[config.mk]
export PLATFORM = sky130hd
export DESIGN_NAME = trace_commit_sched
export DESIGN_NICKNAME = d
export VERILOG_FILES = /design/src/rtl/trace_pkg.sv /design/src/rtl/trace_fifo.sv /design/src/rtl/trace_commit_sched.sv
export SDC_FILE = /design/constraint.sdc
export NUM_CORES = 1
export LEC_CHECK = 0
export ABC_AREA = 1
export BUFFER_PORTS_ARGS = -buffer_cell sky130_fd_sc_hd__buf_2
export CAP_MARGIN = 30
export CORE_MARGIN = 4
export CORE_UTILIZATION = 45
export DETAILED_ROUTE_END_ITERATION = 6
export PLACE_DENSITY_LB_ADDON = 0.15
export SLEW_MARGIN = 10
export SYNTH_ARGS = -nofsm -noshare
export SYNTH_HDL_FRONTEND = slang
export SYNTH_SLANG_ARGS = --single-unit
[constraint.sdc]
create_clock -name clk -period 3.73 [get_ports clk]
set_clock_uncertainty 0.2 [all_clocks]
set_input_delay 0.5595 -clock clk [delete_from_list [all_inputs] [get_ports clk]]
set_output_delay 0.5595 -clock clk [all_outputs]
set_load 0.02 [all_outputs]
[src/rtl/trace_pkg.sv]
// rtl/trace_pkg.sv - shared types for the trace commit scheduler
package trace_pkg;

  typedef struct packed {
    logic [31:0] inst;
    logic [63:0] dnpc;
    logic        kill;
    logic        invalid;
  } trace_entry_t;

  typedef enum logic [1:0] {
    RUN   = 2'd0,
    DRAIN = 2'd1,
    HALT  = 2'd2
  } sched_state_e;

endpackage

[src/rtl/trace_fifo.sv]
// rtl/trace_fifo.sv - DEPTH-entry FIFO with two ordered write ports and one read port
module trace_fifo
  import trace_pkg::*;
#(
  parameter int DEPTH = 4
) (
  input  logic                   clk,
  input  logic                   rst,
  input  logic                   push0,
  input  trace_entry_t           data0,
  input  logic                   push1,
  input  trace_entry_t           data1,
  input  logic                   pop,
  output trace_entry_t           head,
  output logic [$clog2(DEPTH):0] count
);

  localparam int AW = $clog2(DEPTH);
  localparam int CW = AW + 1;

  trace_entry_t   mem [DEPTH];
  logic [AW-1:0]  wr_ptr;
  logic [AW-1:0]  rd_ptr;
  logic [AW-1:0]  wr_ptr1;
  logic [AW-1:0]  wr_addr1;
  logic [1:0]     n_push;

  assign wr_ptr1  = wr_ptr + AW'(1);
  // port 1 lands behind port 0 when both write, otherwise takes the tail slot
  assign wr_addr1 = push0 ? wr_ptr1 : wr_ptr;
  assign n_push   = {push0 & push1, push0 ^ push1};
  assign head     = mem[rd_ptr];

  always_ff @(posedge clk) begin
    if (push0) mem[wr_ptr]   <= data0;
    if (push1) mem[wr_addr1] <= data1;
  end

  always_ff @(posedge clk or negedge rst) begin
    if (!rst) begin
      wr_ptr <= '0;
      rd_ptr <= '0;
      count  <= '0;
    end else begin
      wr_ptr <= wr_ptr + AW'(n_push);
      if (pop) rd_ptr <= rd_ptr + AW'(1);
      count  <= count + CW'(n_push) - CW'(pop);
    end
  end

endmodule

[src/rtl/trace_commit_sched.sv]
// rtl/trace_commit_sched.sv - merges commit and flush events into the trace sink and sequences halt
module trace_commit_sched
  import trace_pkg::*;
#(
  parameter int DEPTH = 4
) (
  input  logic        clk,
  input  logic        rst,
  input  logic        wb_valid,
  output logic        wb_ready,
  input  logic [31:0] wb_inst,
  input  logic [63:0] wb_dnpc,
  input  logic        wb_invalid,
  input  logic        flush_valid,
  output logic        flush_ready,
  input  logic [63:0] flush_dnpc,
  output logic        out_en,
  input  logic        out_ready,
  output logic [31:0] out_inst,
  output logic [63:0] out_dnpc,
  output logic        out_kill,
  output logic        out_invalid,
  output logic [63:0] retired_cnt,
  output logic        halt
);

  localparam int CW = $clog2(DEPTH) + 1;

  sched_state_e  state;
  logic [CW-1:0] count;
  trace_entry_t  head;
  trace_entry_t  wb_entry;
  trace_entry_t  fl_entry;
  logic          wb_acc;
  logic          fl_acc;
  logic          pop;
  logic [63:0]   retired_q;
  logic          halt_q;

  // commit needs two free slots so a same-cycle flush can never be refused
  assign wb_ready    = (state == RUN) && ((CW'(DEPTH) - count) >= CW'(2));
  assign flush_ready = (state == RUN) && (count < CW'(DEPTH));

  assign wb_acc = wb_valid & wb_ready;
  assign fl_acc = flush_valid & flush_ready;

  assign wb_entry = '{inst: wb_inst, dnpc: wb_dnpc, kill: 1'b0, invalid: wb_invalid};
  assign fl_entry = '{inst: 32'd0, dnpc: flush_dnpc, kill: 1'b1, invalid: 1'b0};

  trace_fifo #(.DEPTH(DEPTH)) u_fifo (
    .clk   (clk),
    .rst   (rst),
    .push0 (wb_acc),
    .data0 (wb_entry),
    .push1 (fl_acc),
    .data1 (fl_entry),
    .pop   (pop),
    .head  (head),
    .count (count)
  );

  assign out_en      = (count != '0);
  assign pop         = out_en & out_ready;
  assign out_inst    = out_en ? head.inst    : 32'd0;
  assign out_dnpc    = out_en ? head.dnpc    : 64'd0;
  assign out_kill    = out_en ? head.kill    : 1'b0;
  assign out_invalid = out_en ? head.invalid : 1'b0;
  assign retired_cnt = retired_q;
  assign halt        = halt_q;

  always_ff @(posedge clk or negedge rst) begin
    if (!rst) begin
      state     <= RUN;
      halt_q    <= 1'b0;
      retired_q <= 64'd0;
    end else begin
      if (pop && !head.kill) retired_q <= retired_q + 64'd1;
      case (state)
        RUN:   if (wb_acc && wb_invalid) state <= DRAIN;
        DRAIN: if (pop && head.invalid) begin
          state  <= HALT;
          halt_q <= 1'b1;
        end
        HALT:  halt_q <= 1'b1;
        default: state <= RUN;
      endcase
    end
  end

endmodule

Word-level counts from Yosys, hierarchy flattened
Memory sizes are Yosys's and may differ from the RTL's.
Index checks and enable logic that the tools add are counted.

word-level totals
  bits in registers = 74
  bits in latches = 0
  memory bits (writable) = 392
  bits in read-only memories = 0
  input port bits = 166
  output and inout port bits = 166
  memories = 1

memory list
  memory      words  width  rd ports  clocked after Yosys merged registers in  write ports  RTL line          source
  u_fifo.mem  4      98     1         0                                        2            trace_fifo.sv:21  trace_entry_t mem [DEPTH];

operators by class
  add/subtract/negate cells = 7
  multiply operators = 0
  div/mod/pow operators = 0
  order comparisons = 2
  equality and inequality tests = 4
  shifts and indexed selects = 0
  mux-type cells = 14
  bitwise logic cells = 6
  reduce and logical (&&, ||, !) cells = 11

operators with widths
  operator               count
  $add 64x1->64 const B  1
  $mux 64                1
  $mux 32                1
  $mux 1                 7
  $mux 2                 3
  $pmux 2 s3             1
  $logic_and 1x1->1      5
  $add 2x1->2 const B    2
  $and 1x1->1            4
  $add 3x2->3            1
  $ge 3x2->1 const B     1
  $lt 3x3->1 const B     1
  $reduce_and 3->1       1
  $reduce_bool 3->1      1
  $sub 3x1->3            1
  $sub 3x3->3 const A    1
  $add 2x2->2            1
  $eq 2x1->1 const B     1
  $eq 2x2->1 const B     1
  $logic_not 2->1        1
  $ne 2x1->1 const B     1
  $ne 2x2->1 const B     1
  $pmux 1 s2             1
  $reduce_and 2->1       1
  4 further kinds        4

Longest topological paths before layout
Gate-level depths: netlist of the first run.

  depth in word-level cells = 7
  depth in mapped cells = 14

Hierarchy
Synthesis of the first run repeated with hierarchy kept, for this count alone.

second synthesis, totals
  cell total of the unflattened synthesis = 3089
  area total of the unflattened synthesis = 25849.8 um^2

modules (own cells, without submodules)
  module              instances  cells an instance  area each (um^2)  seq. area each (um^2)
  trace_fifo          1          2351               21132.8           11946.5
  trace_commit_sched  1          738                4717.0            1676.6

Worst setup path before layout of the first run
OpenSTA, ideal clock, no wires.

  kind = register to register
  start = register u_fifo.count[0]
  end = memory u_fifo.mem[1][10] in the netlist's numbering, enable pin
  library setup time = 0.424 ns
  arrival time = 3.266 ns
  required time = 3.106 ns
  setup slack = -0.160 ns
  stages on the path, launching flop included = 11
  path buffers = 2
  clock period less this slack = 3.890 ns
  cells stage by stage = dfrtp_1 inv_1 ha_1 ha_1 nand3b_1 nand3_4 xor2_2 nand3_1 buf_2 buf_2 nand2_1

RTL lines
  item                      RTL line          source
  start: declaration        trace_fifo.sv:15  output logic [$clog2(DEPTH):0] count
  start signal: assignment  trace_fifo.sv:47  count <= count + CW'(n_push) - CW'(pop);
  end: declaration          trace_fifo.sv:21

Final worst setup path of the first run
  start = register u_fifo.rd_ptr[0]
  end = output port out_dnpc[6]

on the way
  longest elaborated chain between the ends = 2

ends and longest elaborated chain
  item                      RTL line                  source
  start: declaration        trace_fifo.sv:23          logic [AW-1:0] rd_ptr;
  start signal: assignment  trace_fifo.sv:46          if (pop) rd_ptr <= rd_ptr + AW'(1);
  $mem_v2 4x98              --
  $mux 64                   trace_commit_sched.sv:65  assign out_dnpc = out_en ? head.dnpc : 64'd0;
  end: declaration          trace_commit_sched.sv:20  output logic [63:0] out_dnpc,

Every way passes these cells.

==> metrics.txt, run 1 <==
# TYPE chip_impl_metric gauge
chip_impl_info{name="run_status",value="finished clean"} 1
chip_impl_metric{name="clock_power_share",unit="%"} 20.8
chip_impl_info{name="dominant_combinational_cell_family_by_area_after_synthesis",value="simple AND/OR/NAND/NOR gates"} 1
chip_impl_metric{name="power_density",unit="nW/um2"} 840
chip_impl_info{name="rsz0062_at_grt",value="no"} 1
chip_impl_metric{name="swShare",unit="%"} 44.1
chip_impl_metric{name="design.portCount",unit=""} 332
chip_impl_metric{name="power_switching",unit="W"} 0.0107
chip_impl_info{name="cp-end-kind",value="primary output"} 1
chip_impl_metric{name="grt_antenna_before_repair",unit=""} 8
chip_impl_metric{name="initialDrtViolationCount",unit=""} 1816
chip_impl_metric{name="detail_route.drc_violations",unit=""} 0
chip_impl_metric{name="finish.utilization",unit="%"} 53.3
chip_impl_metric{name="syn-instance-count",unit=""} 3433
chip_impl_metric{name="buffer_ports.inserted",unit=""} 331
chip_impl_metric{name="yosys.area_share.adder",unit="%"} 0.790
chip_impl_metric{name="r2r.worst_path.cells",unit=""} 12
chip_impl_metric{name="routabilityCongestion",unit=""} 0.894
chip_impl_metric{name="worst_hold_path.num_cells",unit=""} 3
chip_impl_metric{name="yosysWarnings",unit=""} 0
chip_impl_metric{name="ctsHtreeMaxLevel",unit=""} 2
chip_impl_info{name="clk_root_buffer_cell",value="sky130_fd_sc_hd__clkbuf_16"} 1
chip_impl_metric{name="placed_cells",unit=""} 4310
chip_impl_metric{name="min_period_over_period",unit="%"} 93.4
chip_impl_metric{name="worstPathArrival",unit="ns"} 2.72
chip_impl_metric{name="areaGrowthSynthToFinish",unit="%"} 16.6
chip_impl_metric{name="route.final.wire_length",unit="mm"} 79.9
chip_impl_metric{name="synth_seq_area_share",unit="%"} 49.6
chip_impl_metric{name="cts-root-to-sink-buffers",unit=""} 3
chip_impl_metric{name="max_freq",unit="GHz"} 0.287
chip_impl_metric{name="p_int",unit="W"} 0.0135
chip_impl_metric{name="synth_nets",unit=""} 3614
chip_impl_metric{name="die_h",unit="um"} 242
chip_impl_info{name="tritoncts",value="done"} 1
chip_impl_metric{name="grt_pass1_vias",unit=""} 21400
chip_impl_metric{name="final-setup-viol-count",unit=""} 0
chip_impl_metric{name="setup.reg_to_reg.worst_slack",unit="ns"} 0.67
chip_impl_metric{name="core-area",unit="um2"} 54000
chip_impl_metric{name="overflow",unit=""} 0
chip_impl_metric{name="final_nets",unit=""} 3851
chip_impl_metric{name="fin_tns_setup",unit="ns"} 0
chip_impl_metric{name="dr_total_vias",unit=""} 22800
chip_impl_metric{name="initial_core_utilization",unit="%"} 45.7
chip_impl_metric{name="worst_ep_required_time",unit="ns"} 2.97
chip_impl_metric{name="period_needed",unit="ns"} 3.48
chip_impl_metric{name="combPwrFrac",unit="%"} 46.5
chip_impl_metric{name="clk-insertion-delay-late",unit="ns"} 0.62
chip_impl_metric{name="tightestPinTransition",unit="ns"} 0.996
chip_impl_info{name="worstHoldPathType",value="in -> reg"} 1
chip_impl_metric{name="row_count",unit=""} 85
chip_impl_metric{name="area_fraction_in_compound_gates_after_synthesis",unit="%"} 8.72
chip_impl_metric{name="layout-drive-gt1-share",unit="%"} 13.2
chip_impl_info{name="layout.cells.most_common_list",value="sky130_fd_sc_hd__nor2_1 (994), sky130_fd_sc_hd__nand2_1 (977), sky130_fd_sc_hd__buf_2 (330), sky130_fd_sc_hd__edfxtp_1 (256), sky130_fd_sc_hd__a21oi_1 (229)"} 1
chip_impl_metric{name="die_area",unit="um2"} 58700
chip_impl_metric{name="synth_xor_area_share",unit="%"} 1.44
chip_impl_metric{name="drv.max_cap_violation_count",unit=""} 0
chip_impl_metric{name="grt_pass1_wl",unit="mm"} 124
chip_impl_info{name="worstSetupStartpointType",value="flip-flop"} 1
chip_impl_metric{name="seq_power_share",unit="%"} 32.8
chip_impl_metric{name="max-vdd-ir-drop",unit="uV"} 635
chip_impl_info{name="layout_commonest_cell",value="sky130_fd_sc_hd__nor2_1"} 1
chip_impl_metric{name="worst_slew_slack_as_a_fraction_of_its_limit",unit="%"} 33.6
chip_impl_metric{name="report.final.slew_viol_count",unit=""} 0
chip_impl_metric{name="critical_path_peak_fanout",unit=""} 48
chip_impl_metric{name="drt.antenna.violating_nets",unit=""} 0
chip_impl_metric{name="grt_use_total",unit="%"} 26.4
chip_impl_metric{name="layout.cells.non_filler",unit=""} 4412
chip_impl_metric{name="synthSimpleGateAreaFrac",unit="%"} 32.8
chip_impl_metric{name="die-width",unit="um"} 242
chip_impl_metric{name="ys_seq_elements",unit=""} 466
chip_impl_metric{name="syn-mean-instance-area",unit="um2"} 7.19
chip_impl_metric{name="yosys.area.top_type_share",unit="%"} 31.1
chip_impl_info{name="crit-reg2reg-launch",value="u_fifo.count[0]"} 1
chip_impl_metric{name="post_synth_instance_area",unit="um2"} 24700
chip_impl_info{name="path_class",value="reg -> out"} 1
chip_impl_info{name="worstReg2RegEnd",value="u_fifo.mem[3][65]"} 1
chip_impl_metric{name="clk_transition_reported_paths",unit="ns"} 0.06
chip_impl_info{name="ys_top_cells_by_area",value="sky130_fd_sc_hd__edfxtp_1 (31%), sky130_fd_sc_hd__nor2_1 (15%), sky130_fd_sc_hd__nand2_1 (15%)"} 1
chip_impl_metric{name="hpwlAfterDp",unit="mm"} 47.7
chip_impl_metric{name="tritoncts_num_sinks",unit=""} 466
chip_impl_info{name="yosys.area.top_type",value="sky130_fd_sc_hd__edfxtp_1"} 1
chip_impl_metric{name="power.leakage",unit="nW"} 13.6
chip_impl_metric{name="wl_per_cell",unit="um"} 18.1
chip_impl_metric{name="post_drt_via_cell_ratio",unit=""} 5.17
chip_impl_info{name="holdCritStartpoint",value="flush_dnpc[6]"} 1
chip_impl_metric{name="timing.final.hold_violations",unit=""} 0
chip_impl_metric{name="cts_buffers",unit=""} 53
chip_impl_info{name="end_point_of_the_most_critical_hold_path",value="u_fifo.mem[3][8]"} 1
chip_impl_metric{name="drt_first_pass_iters",unit=""} 6
chip_impl_metric{name="synth_mux_area_share",unit="%"} 0
chip_impl_metric{name="grt_max_degree",unit=""} 111
chip_impl_metric{name="synthDistinctLibCells",unit=""} 31
## synth_stat cells
master	instances
sky130_fd_sc_hd__fa_1	1
sky130_fd_sc_hd__xor2_2	2
sky130_fd_sc_hd__xnor2_1	13
sky130_fd_sc_hd__buf_4	13
sky130_fd_sc_hd__dfxtp_1	136
sky130_fd_sc_hd__buf_6	3
sky130_fd_sc_hd__o21ai_0	199
sky130_fd_sc_hd__buf_1	26
sky130_fd_sc_hd__nand3_1	45
sky130_fd_sc_hd__buf_2	72
sky130_fd_sc_hd__o22ai_1	1
sky130_fd_sc_hd__nor2_2	6
sky130_fd_sc_hd__nand4_1	24
sky130_fd_sc_hd__clkbuf_1	90
sky130_fd_sc_hd__inv_1	182
sky130_fd_sc_hd__ha_1	14
sky130_fd_sc_hd__a21oi_1	229
sky130_fd_sc_hd__nand3_4	1
sky130_fd_sc_hd__xor2_1	24
sky130_fd_sc_hd__nand3b_1	16
sky130_fd_sc_hd__edfxtp_1	256
sky130_fd_sc_hd__dfrtp_1	74
sky130_fd_sc_hd__inv_2	3
sky130_fd_sc_hd__nand2_1	985
sky130_fd_sc_hd__o21ai_1	1
sky130_fd_sc_hd__nor2_1	994
sky130_fd_sc_hd__nor3_1	18
sky130_fd_sc_hd__and2_1	1
sky130_fd_sc_hd__or2_2	1
sky130_fd_sc_hd__nor4_1	1
sky130_fd_sc_hd__nor2_4	2
## critical path, cell delays in order (launching register included)
cell and delay [ns]:
sky130_fd_sc_hd__dfrtp_4 0.45, sky130_fd_sc_hd__buf_6 0.38, sky130_fd_sc_hd__buf_4 0.42, sky130_fd_sc_hd__nor2_1 0.09, sky130_fd_sc_hd__nor2_1 0.08, sky130_fd_sc_hd__o21ai_0 0.10, sky130_fd_sc_hd__a21oi_1 0.32, sky130_fd_sc_hd__buf_2 0.24
## how the worst max path moves through the flow
stage	cells past startpoint	endpoint	from	slack, ns
final	7	out_dnpc[6]	u_fifo.rd_ptr[0]	0.25
after global routing	5	out_inst[7]	u_fifo.rd_ptr[0]	0.11
after CTS	7	out_dnpc[6]	u_fifo.rd_ptr[0]	0.09
after detailed placement	12	u_fifo.mem[3][44]	u_fifo.count[0]	0.69
after global placement	12	u_fifo.mem[3][44]	u_fifo.count[0]	0.72
after floorplan	10	u_fifo.mem[1][10]	u_fifo.count[0]	0.46
## per-stage QoR
step	cell area [um2]	worst slack [ns]	power (W)	hold WS (ns)
detailed placement	27100	0.686	0.0193	0.240
CTS	28800	0.0894	0.0244	0.00790
finish	28800	0.246	0.0242	0.0515
global route	28800	0.108	0.0258	0.0488
floorplan	24700	0.465	0.0151	0.0639
global placement	27100	0.722	0.0192	0.241
## power by group through the flow
stage               clock network (W)  logic, W  registers, W
floorplan                           0   0.00719       0.00795
global placement                    0    0.0112       0.00799
detailed placement                  0    0.0113       0.00802
CTS                           0.00512    0.0113       0.00792
global route                  0.00534    0.0124       0.00806
finish                        0.00502    0.0112       0.00792
## layer usage
layer | global-route usage [%] | vias up | share of wire (%)
li1 | - | 11300 | -
met1 | 35.8 | 10500 | 43
met2 | 44.5 | 833 | 47
met3 | 3.96 | 112 | 7.3
met4 | 6.83 | 6 | 2.0
met5 | 0 | - | 0.058
## final cells by class
class	count	area (um2)
clock buffers	77	1500
diodes	5	12.5
clock inverters	19	166
inverters	185	699
repair buffers	386	2330
well taps	696	871
fillers	5320	25200
flip-flops and latches	466	12300
multi-input cells	2578	10900
## kinds of logic (layout without fill, tap and decap cells)
group,count (synthesis),in the layout
AO/OA/AOI/OAI,430,430
XOR/XNOR,39,39
adder cells (fa/ha/maj),15,15
buffers and inverters,389,667
flip-flops,466,466
other,0,5
AND/OR/NAND/NOR,2094,2094
## sequential cells by signal (all words and copies together) (netlist names)
name	flops
u_fifo.wr_ptr	2
state	2
u_fifo.count	3
retired_cnt	64
u_fifo.mem	392
u_fifo.rd_ptr	2
halt	1
## timing repair
| item | 4_1_cts | 5_1_grt |
|---|---|---|
| endpoints found under the hold margin | 38 | 0 |
| endpoints found under the setup margin | 0 | 3 |
| resized for setup | 0 | 1 |
| setup buffers | 0 | 0 |
| hold buffers | 1 | 0 |
No activity file was read; power rests on OpenSTA's default activity.
==> run 2, diff against run 1 <==
- ABC_AREA: 1 -> not set
==> metrics.txt, run 2 <==
# TYPE chip_impl_metric gauge
chip_impl_info{name="worst_path_most_repeated_cell",value="sky130_fd_sc_hd__ha_1"} 1
chip_impl_metric{name="ctsHtreeMaxLevel",unit=""} 2
chip_impl_metric{name="worst_slew_slack_as_a_fraction_of_its_limit",unit="%"} 35.7
chip_impl_metric{name="tritoncts_num_sinks",unit=""} 466
chip_impl_info{name="layout.cells.most_common_list",value="sky130_fd_sc_hd__buf_2 (330), sky130_fd_sc_hd__nand2_1 (302), sky130_fd_sc_hd__a32o_1 (257), sky130_fd_sc_hd__edfxtp_1 (256), sky130_fd_sc_hd__dfxtp_1 (136)"} 1
chip_impl_metric{name="syn-mean-instance-area",unit="um2"} 12.4
chip_impl_metric{name="p_int",unit="W"} 0.0144
chip_impl_metric{name="layout.cells.non_filler",unit=""} 2781
chip_impl_metric{name="critical_path_peak_fanout",unit=""} 56
chip_impl_metric{name="combPwrFrac",unit="%"} 45.1
chip_impl_metric{name="max-vdd-ir-drop",unit="uV"} 754
chip_impl_metric{name="grt_antenna_before_repair",unit=""} 30
chip_impl_metric{name="row_count",unit=""} 81
chip_impl_metric{name="layout-drive-gt1-share",unit="%"} 28.4
chip_impl_metric{name="synth_edf_count",unit=""} 256
chip_impl_metric{name="synthDistinctLibCells",unit=""} 47
chip_impl_metric{name="max_freq",unit="GHz"} 0.299
chip_impl_metric{name="largest_register_ff_count",unit=""} 392
chip_impl_metric{name="overflow",unit=""} 0
chip_impl_metric{name="placed_cells",unit=""} 2668
chip_impl_metric{name="power_switching",unit="W"} 0.00945
chip_impl_metric{name="power.leakage",unit="nW"} 10.1
chip_impl_metric{name="buffer_ports.inserted",unit=""} 331
chip_impl_info{name="holdCritStartpoint",value="wb_inst[23]"} 1
chip_impl_info{name="yosys.area.top_type",value="sky130_fd_sc_hd__edfxtp_1"} 1
chip_impl_metric{name="power_density",unit="nW/um2"} 907
chip_impl_metric{name="grt_max_degree",unit=""} 153
chip_impl_info{name="cp_cell_sequence",value="inv_1 > ha_1 > ha_1 > clkinv_2 > buf_4 > and2_1 > buf_2"} 1
chip_impl_metric{name="synth_nets",unit=""} 1975
chip_impl_metric{name="cts_buffers",unit=""} 52
chip_impl_metric{name="grt_pass1_vias",unit=""} 17200
chip_impl_info{name="cp-end-kind",value="primary output"} 1
chip_impl_metric{name="initial_core_utilization",unit="%"} 45.5
chip_impl_info{name="synth_top_cells_by_count",value="sky130_fd_sc_hd__nand2_1 (302), sky130_fd_sc_hd__a32o_1 (257), sky130_fd_sc_hd__edfxtp_1 (256)"} 1
chip_impl_info{name="worstSetupStartpointType",value="flip-flop"} 1
chip_impl_metric{name="grt_use_total",unit="%"} 25.3
chip_impl_metric{name="route.final.wire_length",unit="mm"} 69.0
chip_impl_metric{name="final-setup-viol-count",unit=""} 0
chip_impl_info{name="run_status",value="finished clean"} 1
chip_impl_metric{name="tightestPinTransition",unit="ns"} 0.965
chip_impl_metric{name="total_power",unit="W"} 0.0239
chip_impl_metric{name="worstPathArrival",unit="ns"} 2.58
chip_impl_metric{name="finish.utilization",unit="%"} 53.8
chip_impl_metric{name="num-fill-cells",unit=""} 4215
chip_impl_metric{name="cts-root-to-sink-buffers",unit=""} 3
chip_impl_metric{name="drt.antenna.violating_nets",unit=""} 0
chip_impl_metric{name="detail_route.drc_violations",unit=""} 0
chip_impl_metric{name="syn-instance-count",unit=""} 1794
chip_impl_metric{name="initialDrtViolationCount",unit=""} 1617
chip_impl_metric{name="critical_path.max_stage_delay",unit="ns"} 0.55
chip_impl_info{name="layout_commonest_cell",value="sky130_fd_sc_hd__buf_2"} 1
chip_impl_info{name="cp_top_family",value="buffers and inverters"} 1
chip_impl_metric{name="report.final.slew_viol_count",unit=""} 0
chip_impl_metric{name="design.portCount",unit=""} 332
chip_impl_metric{name="yosysWarnings",unit=""} 0
chip_impl_info{name="crit_start",value="u_fifo.count[0]"} 1
chip_impl_metric{name="cts_setup_buffers",unit=""} 0
chip_impl_metric{name="areaGrowthSynthToFinish",unit="%"} 18.4
chip_impl_metric{name="dr_total_vias",unit=""} 17000
chip_impl_metric{name="die_h",unit="um"} 230
chip_impl_metric{name="timing.final.hold_violations",unit=""} 0
chip_impl_info{name="clk_root_buffer_cell",value="sky130_fd_sc_hd__clkbuf_16"} 1
chip_impl_info{name="path_class",value="reg -> out"} 1
chip_impl_info{name="tritoncts",value="done"} 1
chip_impl_metric{name="critPathBufInv",unit=""} 4
chip_impl_metric{name="post_cts_resized",unit=""} 0
chip_impl_info{name="synth_flop_cell",value="sky130_fd_sc_hd__edfxtp_1"} 1
chip_impl_metric{name="synth_seq_area_share",unit="%"} 55.1
chip_impl_metric{name="dp_slack",unit="ns"} 0.537
chip_impl_metric{name="core-area",unit="um2"} 49000
chip_impl_metric{name="post_drt_via_cell_ratio",unit=""} 6.11
chip_impl_metric{name="hpwlAfterDp",unit="mm"} 39.4
chip_impl_info{name="post-synth-top-count-cell",value="sky130_fd_sc_hd__nand2_1"} 1
chip_impl_info{name="rsz0062_at_grt",value="no"} 1
chip_impl_metric{name="period_needed",unit="ns"} 3.34
chip_impl_metric{name="clk_transition_reported_paths",unit="ns"} 0.06
chip_impl_metric{name="ys_seq_elements",unit=""} 466
chip_impl_metric{name="final_nets",unit=""} 2241
chip_impl_metric{name="drv.max_cap_violation_count",unit=""} 0
chip_impl_info{name="worstHoldPathType",value="in -> reg"} 1
chip_impl_metric{name="fin_tns_setup",unit="ns"} 0
chip_impl_metric{name="synthArstFlopShare",unit="%"} 15.9
chip_impl_metric{name="cts-hold-fix-buffers",unit=""} 1
chip_impl_info{name="crit-reg2reg-launch",value="u_fifo.count[0]"} 1
chip_impl_metric{name="seq_power_share",unit="%"} 33.0
chip_impl_metric{name="drt_first_pass_iters",unit=""} 6
chip_impl_metric{name="die_area",unit="um2"} 53100
chip_impl_metric{name="die-width",unit="um"} 230
chip_impl_metric{name="routabilityCongestion",unit=""} 0.809
chip_impl_metric{name="clock_power_share",unit="%"} 21.9
chip_impl_metric{name="grt_pass1_wl",unit="mm"} 105
chip_impl_metric{name="min_period_over_period",unit="%"} 89.6
chip_impl_metric{name="wl_per_cell",unit="um"} 24.8
chip_impl_metric{name="yosys.area.top_type_share",unit="%"} 34.5
chip_impl_metric{name="post_synth_instance_area",unit="um2"} 22300
chip_impl_metric{name="setup_slack",unit="ns"} 0.389
chip_impl_metric{name="clk-insertion-delay-late",unit="ns"} 0.59
chip_impl_info{name="top_register",value="u_fifo.mem"} 1
chip_impl_metric{name="swShare",unit="%"} 39.6
chip_impl_info{name="critical-path-slowest-cell",value="sky130_fd_sc_hd__buf_4"} 1
chip_impl_metric{name="worst_ep_required_time",unit="ns"} 2.97
chip_impl_info{name="ys_top_cells_by_area",value="sky130_fd_sc_hd__edfxtp_1 (35%), sky130_fd_sc_hd__dfxtp_1 (12%), sky130_fd_sc_hd__a32o_1 (12%)"} 1
-- run 2: path summary, 6_finish.rpt --
path	slack, ns	cells after the start	to
max	0.39	7	out_dnpc[53]
min	0.04	3	u_fifo.mem[1][89]
max reg2reg	0.50	9	u_fifo.mem[0][49]
min reg2reg	0.25	1	u_fifo.mem[3][1]
max in group asynchronous	2.54	3	u_fifo.rd_ptr[1]
min in group asynchronous	0.18	2	retired_cnt[9]
-- run 2: final cells by class --
| type | count | area (um2) | area share [%] |
|---|---|---|---|
| clock inverter | 20 | 229 | 0.869 |
| multi-input combinational | 1144 | 9210 | 34.9 |
| tap | 664 | 831 | 3.15 |
| timing repair buffer | 379 | 2210 | 8.39 |
| antenna | 16 | 40.0 | 0.152 |
| inverter | 17 | 65.1 | 0.247 |
| sequential | 466 | 12300 | 46.6 |
| clock buffer | 75 | 1500 | 5.69 |
-- run 2: kinds of logic (layout without fill, tap and decap cells) --
kind of cell	after synthesis	in the layout	share of synthesized area [%]
buffers and inverters	184	491	3.71
AND/OR/NAND/NOR	556	556	12.3
flip-flops	466	466	55.1
multiplexers	104	104	10.2
AO/OA/AOI/OAI	400	400	15.1
XOR/XNOR	69	69	2.72
adder cells (fa/ha/maj)	15	15	0.877
other	0	16	0
-- run 2: power groups by stage --
stage | Sequential, W | Clock, W | Combinational, W
3_5_place_dp | 0.00798 | 0 | 0.0108
6_report | 0.00788 | 0.00523 | 0.0108
3_3_place_gp | 0.00791 | 0 | 0.0107
4_1_cts | 0.00788 | 0.00533 | 0.0109
2_1_floorplan | 0.00783 | 0 | 0.00720
5_1_grt | 0.00801 | 0.00553 | 0.0116
-- run 2: tightest hold or removal path: stages --
cell,delay (ns)
sky130_fd_sc_hd__buf_2,0.12
sky130_fd_sc_hd__nand2_1,0.05
sky130_fd_sc_hd__a21oi_1,0.05
-- run 2: metrics by stage --
stage                     area (um2)  hold slack (ns)
after floorplan                22300           0.0639
after global placement         24500            0.228
after detailed placement       24600            0.235
after CTS                      26300          0.00792
after global routing           26400           0.0317
final                          26400           0.0372
-- run 2: per-layer routing --
layer | GRT usage, % | part of all wire [%]
met5 | 0 | 0.23
met4 | 8.05 | 2.4
met3 | 6.24 | 8.5
met2 | 41.6 | 48
met1 | 33.3 | 41
